### config.mk
export PLATFORM = sky130hd
export DESIGN_NAME = cube_vertex_rotator
export DESIGN_NICKNAME = d
export VERILOG_FILES = /design/src/rtl/cube_pkg.sv /design/src/rtl/rot_scale_mac.sv /design/src/rtl/cube_vertex_rotator.sv
export SDC_FILE = /design/constraint.sdc
export NUM_CORES = 1
export LEC_CHECK = 0
export ABC_AREA = 1
export BUFFER_PORTS_ARGS = -buffer_cell sky130_fd_sc_hd__buf_4
export CAP_MARGIN = 20
export CORE_ASPECT_RATIO = 0.8
export CORE_MARGIN = 8
export CORE_UTILIZATION = 57
export DETAILED_ROUTE_END_ITERATION = 12
export HOLD_SLACK_MARGIN = 0.05
export PLACE_DENSITY = 0.82
export SYNTH_ARGS = -nofsm -noshare
export SYNTH_HDL_FRONTEND = slang
export SYNTH_SLANG_ARGS = --single-unit
export TNS_END_PERCENT = 20
### constraint.sdc
create_clock -name clk -period 9.25 [get_ports clk]
set_input_delay 0.925 -clock clk [delete_from_list [all_inputs] [get_ports clk]]
set_output_delay 0.925 -clock clk [all_outputs]
set_load 0.05 [all_outputs]
### src/rtl/cube_pkg.sv
// ---------------------------------------------------------------------------
// cube_pkg
// Shared constants, FSM state encoding and a degree-wrap helper for the cube
// vertex rotation engine (cube_vertex_rotator and its rot_scale_mac datapath).
// ---------------------------------------------------------------------------
package cube_pkg;

  localparam int ANG_FULL  = 360;  // degrees per revolution
  localparam int ANG_QTR   = 90;   // cos(a) = sin(a + 90)
  localparam int SCALE_MUL = 655;  // 655 / 2^16 ~= 1/100
  localparam int SCALE_SH  = 16;
  localparam int NVERT     = 8;

  typedef enum logic [2:0] {
    ST_IDLE,
    ST_LD_SIN,
    ST_LD_COS,
    ST_ROT_X,
    ST_ROT_Y,
    ST_ROT_Z,
    ST_EMIT,
    ST_DONE
  } state_e;

  // Fold an angle below 2*360 into 0..359 with a single conditional subtract.
  function automatic logic [9:0] wrap_deg(input logic [9:0] a);
    return (a >= 10'(ANG_FULL)) ? a - 10'(ANG_FULL) : a;
  endfunction

endpackage

### src/rtl/rot_scale_mac.sv
// ---------------------------------------------------------------------------
// rot_scale_mac
// Shared multiplier plus four product registers p0..p3 used for every axis
// rotation. Each issue cycle stores mul_a * mul_b into p[sel]. The two results
// are formed combinationally from the held products:
//   res0 = scale(p0 -/+ p1), res1 = scale(p2 -/+ p3)
// where scale() divides by ~100 with rounding and saturates to COORD_W.
// Ports:
//   clk, rst        clock, synchronous active-high reset
//   issue, sel      write strobe and target product register
//   mul_a, mul_b    signed coordinate and signed sin/cos*100 operand
//   sub0, sub1      1 = subtract the second product of the pair
//   res0, res1      scaled, saturated rotated coordinates
// ---------------------------------------------------------------------------
module rot_scale_mac
  import cube_pkg::*;
#(
  parameter int COORD_W = 10
) (
  input  logic                      clk,
  input  logic                      rst,
  input  logic                      issue,
  input  logic [1:0]                sel,
  input  logic signed [COORD_W-1:0] mul_a,
  input  logic signed [7:0]         mul_b,
  input  logic                      sub0,
  input  logic                      sub1,
  output logic signed [COORD_W-1:0] res0,
  output logic signed [COORD_W-1:0] res1
);

  localparam int PW = COORD_W + 8;   // product width
  localparam int SW = COORD_W + 9;   // sum of two products
  localparam logic signed [31:0] Q_MAX = (32'sd1 <<< (COORD_W - 1)) - 32'sd1;
  localparam logic signed [31:0] Q_MIN = -(32'sd1 <<< (COORD_W - 1));

  logic signed [PW-1:0] a_ext;
  logic signed [PW-1:0] b_ext;
  logic signed [PW-1:0] prod;
  logic signed [PW-1:0] p_q [4];
  logic signed [SW-1:0] sum0;
  logic signed [SW-1:0] sum1;

  assign a_ext = PW'(mul_a);
  assign b_ext = PW'(mul_b);
  assign prod  = a_ext * b_ext;

  for (genvar gi = 0; gi < 4; gi++) begin : g_prod
    logic signed [PW-1:0] p_d;

    always_comb begin
      p_d = p_q[gi];
      if (issue && (sel == 2'(gi))) begin
        p_d = prod;
      end
    end

    always_ff @(posedge clk) begin
      if (rst) begin
        p_q[gi] <= '0;
      end else begin
        p_q[gi] <= p_d;
      end
    end
  end

  assign sum0 = sub0 ? (SW'(p_q[0]) - SW'(p_q[1])) : (SW'(p_q[0]) + SW'(p_q[1]));
  assign sum1 = sub1 ? (SW'(p_q[2]) - SW'(p_q[3])) : (SW'(p_q[2]) + SW'(p_q[3]));

  // Rounded divide by 100: (s*655 + 2^15) >>> 16 floors, then clamp.
  function automatic logic signed [COORD_W-1:0] scale_sat(input logic signed [SW-1:0] s);
    logic signed [31:0] t;
    logic signed [31:0] q;
    t = 32'(s) * 32'(SCALE_MUL) + 32'sd32768;
    q = t >>> SCALE_SH;
    if (q > Q_MAX) begin
      return Q_MAX[COORD_W-1:0];
    end else if (q < Q_MIN) begin
      return Q_MIN[COORD_W-1:0];
    end
    return q[COORD_W-1:0];
  endfunction

  assign res0 = scale_sat(sum0);
  assign res1 = scale_sat(sum1);

endmodule

### src/rtl/cube_vertex_rotator.sv
// ---------------------------------------------------------------------------
// cube_vertex_rotator
// On start, fetches sin/cos of the X/Y/Z angles from an external
// combinational sine LUT, then rotates the 8 cube corners X->Y->Z with one
// shared multiplier and streams each vertex out on a valid/ready port.
// Ports:
//   clk, rst                 clock, synchronous active-high reset
//   start, angle_x/y/z       run request (IDLE only) and angles 0..719 deg
//   busy, done               not-IDLE flag, 1-cycle end-of-run pulse
//   lut_deg_x/y/z            LUT addresses 0..359 (0 when not loading)
//   lut_val_x/y/z            signed sin*100 returned in the same cycle
//   out_valid/out_ready      vertex handshake, data held while stalled
//   out_idx, out_x/y/z       vertex index and rotated coordinates
// ---------------------------------------------------------------------------
module cube_vertex_rotator
  import cube_pkg::*;
#(
  parameter int HALF    = 40,
  parameter int COORD_W = 10
) (
  input  logic                      clk,
  input  logic                      rst,
  input  logic                      start,
  input  logic [9:0]                angle_x,
  input  logic [9:0]                angle_y,
  input  logic [9:0]                angle_z,
  output logic                      busy,
  output logic                      done,
  output logic [9:0]                lut_deg_x,
  output logic [9:0]                lut_deg_y,
  output logic [9:0]                lut_deg_z,
  input  logic signed [7:0]         lut_val_x,
  input  logic signed [7:0]         lut_val_y,
  input  logic signed [7:0]         lut_val_z,
  output logic                      out_valid,
  input  logic                      out_ready,
  output logic [2:0]                out_idx,
  output logic signed [COORD_W-1:0] out_x,
  output logic signed [COORD_W-1:0] out_y,
  output logic signed [COORD_W-1:0] out_z
);

  localparam logic signed [COORD_W-1:0] POS_C = COORD_W'(HALF);
  localparam logic signed [COORD_W-1:0] NEG_C = COORD_W'(-HALF);

  state_e                     state_q, state_d;
  logic [2:0]                 step_q, step_d;
  logic [2:0]                 idx_q, idx_d;
  logic signed [COORD_W-1:0]  x_q, x_d, y_q, y_d, z_q, z_d;

  logic [9:0]                 ang_in  [3];
  logic signed [7:0]          lut_val [3];
  logic [9:0]                 lut_deg [3];
  logic signed [7:0]          sin_v   [3];
  logic signed [7:0]          cos_v   [3];

  logic                       issue;
  logic                       sub0, sub1;
  logic signed [COORD_W-1:0]  mul_a;
  logic signed [7:0]          mul_b;
  logic signed [COORD_W-1:0]  res0, res1;
  logic [2:0]                 idx_inc;

  assign ang_in[0]  = angle_x;
  assign ang_in[1]  = angle_y;
  assign ang_in[2]  = angle_z;
  assign lut_val[0] = lut_val_x;
  assign lut_val[1] = lut_val_y;
  assign lut_val[2] = lut_val_z;

  // Per-axis angle, sine and cosine registers.
  for (genvar gi = 0; gi < 3; gi++) begin : g_axis
    logic [9:0]        ang_q, ang_d;
    logic signed [7:0] s_q, s_d, c_q, c_d;

    always_comb begin
      ang_d = ang_q;
      s_d   = s_q;
      c_d   = c_q;
      if (state_q == ST_IDLE && start) begin
        ang_d = wrap_deg(ang_in[gi]);
      end
      if (state_q == ST_LD_SIN) begin
        s_d = lut_val[gi];
      end
      if (state_q == ST_LD_COS) begin
        c_d = lut_val[gi];
      end
    end

    always_ff @(posedge clk) begin
      if (rst) begin
        ang_q <= '0;
        s_q   <= '0;
        c_q   <= '0;
      end else begin
        ang_q <= ang_d;
        s_q   <= s_d;
        c_q   <= c_d;
      end
    end

    assign lut_deg[gi] = (state_q == ST_LD_SIN) ? ang_q :
                         (state_q == ST_LD_COS) ? wrap_deg(ang_q + 10'(ANG_QTR)) :
                         10'd0;
    assign sin_v[gi] = s_q;
    assign cos_v[gi] = c_q;
  end

  assign lut_deg_x = lut_deg[0];
  assign lut_deg_y = lut_deg[1];
  assign lut_deg_z = lut_deg[2];

  // Operand schedule: each axis issues four products; the pair ordering
  // matches rot_scale_mac's (p0 -/+ p1, p2 -/+ p3) combine.
  always_comb begin
    mul_a = '0;
    mul_b = '0;
    sub0  = 1'b0;
    sub1  = 1'b0;
    issue = 1'b0;
    case (state_q)
      ST_ROT_X: begin  // y' = y*c - z*s ; z' = y*s + z*c
        sub0 = 1'b1;
        case (step_q[1:0])
          2'd0:    begin mul_a = y_q; mul_b = cos_v[0]; end
          2'd1:    begin mul_a = z_q; mul_b = sin_v[0]; end
          2'd2:    begin mul_a = y_q; mul_b = sin_v[0]; end
          default: begin mul_a = z_q; mul_b = cos_v[0]; end
        endcase
        issue = (step_q != 3'd4);
      end
      ST_ROT_Y: begin  // x' = x*c + z*s ; z' = z*c - x*s
        sub1 = 1'b1;
        case (step_q[1:0])
          2'd0:    begin mul_a = x_q; mul_b = cos_v[1]; end
          2'd1:    begin mul_a = z_q; mul_b = sin_v[1]; end
          2'd2:    begin mul_a = z_q; mul_b = cos_v[1]; end
          default: begin mul_a = x_q; mul_b = sin_v[1]; end
        endcase
        issue = (step_q != 3'd4);
      end
      ST_ROT_Z: begin  // x' = x*c - y*s ; y' = x*s + y*c
        sub0 = 1'b1;
        case (step_q[1:0])
          2'd0:    begin mul_a = x_q; mul_b = cos_v[2]; end
          2'd1:    begin mul_a = y_q; mul_b = sin_v[2]; end
          2'd2:    begin mul_a = x_q; mul_b = sin_v[2]; end
          default: begin mul_a = y_q; mul_b = cos_v[2]; end
        endcase
        issue = (step_q != 3'd4);
      end
      default: ;
    endcase
  end

  rot_scale_mac #(
    .COORD_W (COORD_W)
  ) u_mac (
    .clk   (clk),
    .rst   (rst),
    .issue (issue),
    .sel   (step_q[1:0]),
    .mul_a (mul_a),
    .mul_b (mul_b),
    .sub0  (sub0),
    .sub1  (sub1),
    .res0  (res0),
    .res1  (res1)
  );

  assign idx_inc = idx_q + 3'd1;

  // Next-state and datapath control.
  always_comb begin
    state_d = state_q;
    step_d  = step_q;
    idx_d   = idx_q;
    x_d     = x_q;
    y_d     = y_q;
    z_d     = z_q;
    case (state_q)
      ST_IDLE: begin
        if (start) begin
          state_d = ST_LD_SIN;
          idx_d   = 3'd0;
          step_d  = 3'd0;
        end
      end
      ST_LD_SIN: state_d = ST_LD_COS;
      ST_LD_COS: begin
        // Corner coordinates come straight from the index bits.
        x_d     = idx_q[2] ? POS_C : NEG_C;
        y_d     = idx_q[1] ? POS_C : NEG_C;
        z_d     = idx_q[0] ? POS_C : NEG_C;
        step_d  = 3'd0;
        state_d = ST_ROT_X;
      end
      ST_ROT_X, ST_ROT_Y, ST_ROT_Z: begin
        if (step_q == 3'd4) begin
          step_d = 3'd0;
          case (state_q)
            ST_ROT_X: begin y_d = res0; z_d = res1; state_d = ST_ROT_Y; end
            ST_ROT_Y: begin x_d = res0; z_d = res1; state_d = ST_ROT_Z; end
            default:  begin x_d = res0; y_d = res1; state_d = ST_EMIT;  end
          endcase
        end else begin
          step_d = step_q + 3'd1;
        end
      end
      ST_EMIT: begin
        if (out_ready) begin
          if (idx_q == 3'(NVERT - 1)) begin
            state_d = ST_DONE;
          end else begin
            idx_d   = idx_inc;
            x_d     = idx_inc[2] ? POS_C : NEG_C;
            y_d     = idx_inc[1] ? POS_C : NEG_C;
            z_d     = idx_inc[0] ? POS_C : NEG_C;
            step_d  = 3'd0;
            state_d = ST_ROT_X;
          end
        end
      end
      ST_DONE: state_d = ST_IDLE;
      default: state_d = ST_IDLE;
    endcase
  end

  always_ff @(posedge clk) begin
    if (rst) begin
      state_q <= ST_IDLE;
      step_q  <= '0;
      idx_q   <= '0;
      x_q     <= '0;
      y_q     <= '0;
      z_q     <= '0;
    end else begin
      state_q <= state_d;
      step_q  <= step_d;
      idx_q   <= idx_d;
      x_q     <= x_d;
      y_q     <= y_d;
      z_q     <= z_d;
    end
  end

  assign busy      = (state_q != ST_IDLE);
  assign done      = (state_q == ST_DONE);
  assign out_valid = (state_q == ST_EMIT);
  assign out_idx   = idx_q;
  assign out_x     = x_q;
  assign out_y     = y_q;
  assign out_z     = z_q;

endmodule

==> impl_metrics.py <==
metrics = {
    "route": {
        "drc": 0,
        "postRouteAntennaNets": 0,
        "wl_per_cell_um": 16.0,
        "dr.pass1.iters": 8,
        "vias_per_cell": 5.49,
        "drt-initial-drc-count": 1789,
        "vias": 21400,
        "wl_um": 62200,
    },
    "floorplanning": {
        "io-pin-count": 124,
        "die_h_um": 197,
        "initial_core_util_pct": 57.6,
        "rows": 66,
        "core_mm2": 0.0405,
        "dieArea_mm2": 0.0477,
        "die_w_um": 242,
    },
    "grt": {
        "grt_use_met3_pct": 4.97,
        "grt_pass1_vias": 20500,
        "overflow": 0,
        "antenna_found_initial": 0,
        "grt_pass1_wl_um": 103000,
        "grt_use_met2_pct": 41.5,
        "grt_util_all_layers_pct": 25.8,
        "grt_busiest_layer": "met2",
        "grt_max_degree": 78,
        "grt_use_met1_pct": 35.1,
    },
    "cts": {
        "cts_num_sinks": 189,
        "cts_tree": "done",
        "cts-root-buf": "clkbuf_16",
        "cts_made_buffers": 17,
        "cts.htree.levels": 4,
        "path_clk_slew_ps": 80,
        "worst_skew_pair.late_latency_ps": 470,
        "cts_setup_buffers": 0,
        "clock_path_buffers": 2,
    },
    "synth": {
        "synth_area_leader_cell": "fa_1",
        "async_reset_ff_share_pct": 0,
        "synth_top_area_share_pct": 16.4,
        "yosysSeqAreaShare_pct": 16.2,
        "synth_nets": 3791,
        "syn-cell-area_mm2": 0.0234,
        "yosys_most_used_dff": "dfxtp_1",
        "synth.area.top_cells": "fa_1 (16%), dfxtp_1 (16%), ha_1 (15%)",
        "ys_seq_elements": 189,
        "synth.most_common_cell": "inv_1",
        "synth_commonest_cells": "inv_1 (699), nand2_1 (485), ha_1 (280), a21oi_1 (279), o21ai_0 (276)",
        "avgSynthCellArea_um2": 7.16,
        "ys_warn_count": 0,
        "synth_edf_count": 0,
        "synth_cells": 3262,
        "yosys.cell_types.count": 56,
    },
    "critical_path": {
        "cp.required_ps": 9570,
        "cp-endpoint": "out_y[8]$_SDFFE_PP0P_",
        "critPathKind": "flip-flop to flip-flop",
        "rr_endpoint": "out_y[8]$_SDFFE_PP0P_",
        "crit_top_cell": "nand2_1",
        "crit_slowest_cell": "fa_1",
        "r2r_start": "u_mac.p_q[1][18]$_SDFFE_PP0P_",
        "rr_worst_depth": 42,
        "worstSetupStartpointType": "flip-flop",
        "reg2reg_slack_ps": 810,
        "cp_max_fo": 14,
        "cp.arrival_ps": 8750,
        "worstSetupEndpointType": "flip-flop",
        "critPathMaxStageDelay_ps": 520,
        "cp-startpoint": "u_mac.p_q[1][18]$_SDFFE_PP0P_",
    },
    "worst_hold_path": {
        "min_path_type": "flip-flop to flip-flop",
        "hold_path_depth": 2,
    },
    "sta": {
        "skew_ps": 16.1,
        "fmaxAchievable_mhz": 119,
        "setup_viol": 0,
        "drv_slew": 0,
        "maxSlewHeadroom_pct": 38.5,
        "period_needed_ps": 8440,
        "final_hold_viol_count": 0,
        "tightest_slew_ps": 917,
        "finalSetupTns_ps": 0,
        "grt_setup_unrepaired": "false",
        "period_share_pct": 91.2,
    },
    "run": {
        "drv_cap": 0,
    },
    "layout": {
        "syn_to_final_growth_pct": 8.70,
        "layout-drive-gt1-share_pct": 6.88,
        "nNetsFinal": 3872,
        "antenna_cells": 0,
    },
    "placement": {
        "place_congestion": 0.967,
        "place_hpwl_um": 50100,
        "port-buffer-count": 123,
    },
    "run_status": {
        "outcome": "finished, final reports clean",
    },
}
layout make-up:
type / instances / area [um^2]
Sequential cell: 189 / 3780
Timing Repair Buffer: 140 / 1070
Inverter: 714 / 2680
Clock buffer: 19 / 433
Tap cell: 544 / 681
Fill cell: 3586 / 15200
Clock inverter: 13 / 148
Multi-Input combinational cell: 2281 / 16600
layout by cell type, fill, tap and decap left out, drive strengths merged, types with 8 or more instances in the layout:
cell / n
clkinv: 15
nor3: 27
nand3: 98
clkbuf: 19
fa: 191
nand2: 499
dfxtp: 189
a21o: 9
inv: 711
or2: 18
o21ai: 279
ha: 280
o21bai: 39
a211oi: 8
xnor2: 49
xor2: 110
a21oi: 281
a31oi: 20
nor2: 278
nand4: 12
buf: 140
o211ai: 28
metal layers:
metal	vias up	part of all wire, %
li1	10500	-
met1	9889	44
met2	873	45
met3	153	8.6
met4	0	3.0
met5	-	0
worst min-delay path by stage:
stage	from	to	slack (ps)
floorplan	g_axis[0].c_q[0]$_SDFFE_PP0P_	g_axis[0].c_q[0]$_SDFFE_PP0P_	420
global placement	g_axis[2].c_q[5]$_SDFFE_PP0P_	g_axis[2].c_q[5]$_SDFFE_PP0P_	430
detailed placement	g_axis[0].c_q[3]$_SDFFE_PP0P_	g_axis[0].c_q[3]$_SDFFE_PP0P_	440
CTS	g_axis[0].c_q[3]$_SDFFE_PP0P_	g_axis[0].c_q[3]$_SDFFE_PP0P_	450
global route	g_axis[2].ang_q[0]$_SDFFE_PP0P_	g_axis[2].ang_q[0]$_SDFFE_PP0P_	470
finish	g_axis[0].c_q[4]$_SDFFE_PP0P_	g_axis[0].c_q[4]$_SDFFE_PP0P_	450
state kept, by name, indices dropped and copies added, names as in the netlist:
name	count
u_mac.p_q	72
g_axis.ang_q	30
g_axis.c_q	24
g_axis.s_q	24
out_x	10
out_y	10
out_z	10
out_idx	3
state_q	3
step_q	3
repair_timing:
| item | 4_1_cts | 5_1_grt |
|---|---|---|
| resized for setup | 0 | 1 |
| setup endpoints to repair | 0 | 1 |
| hold buffers | 0 | 0 |
cell families after synthesis:
group | after synthesis | synth area share [%]
AO/OA/AOI/OAI | 704 | 16.6
buffers and inverters | 792 | 12.8
adder cells (fa/ha/maj) | 471 | 31.4
AND/OR/NAND/NOR | 947 | 17.0
XOR/XNOR | 159 | 5.96
flip-flops | 189 | 16.2
per-stage QoR:
stage	util, %	instance area [um^2]	cells	hold WS [ps]	worst slack, ps
2_1_floorplan	-	23400	3262	424	2020
3_3_place_gp	61.1	24800	3867	435	946
3_5_place_dp	61.1	24800	3867	441	827
4_1_cts	62.5	25400	3899	452	815
5_1_grt	62.6	25400	3900	474	78.7
6_report	62.6	25400	3900	453	813
critical path, delay by kind of cell (launching register included):
family	cells	cell delay (ps)
adder cells (fa/ha/maj)	7	2820
flip-flops	1	330
buffers and inverters	4	190
XOR/XNOR	2	370
AND/OR/NAND/NOR	21	3070
AO/OA/AOI/OAI	8	1490
Power is left out: the tool's default activity adds up to more than one toggle a clock period on the data nets, which glitch-free logic cannot reach.
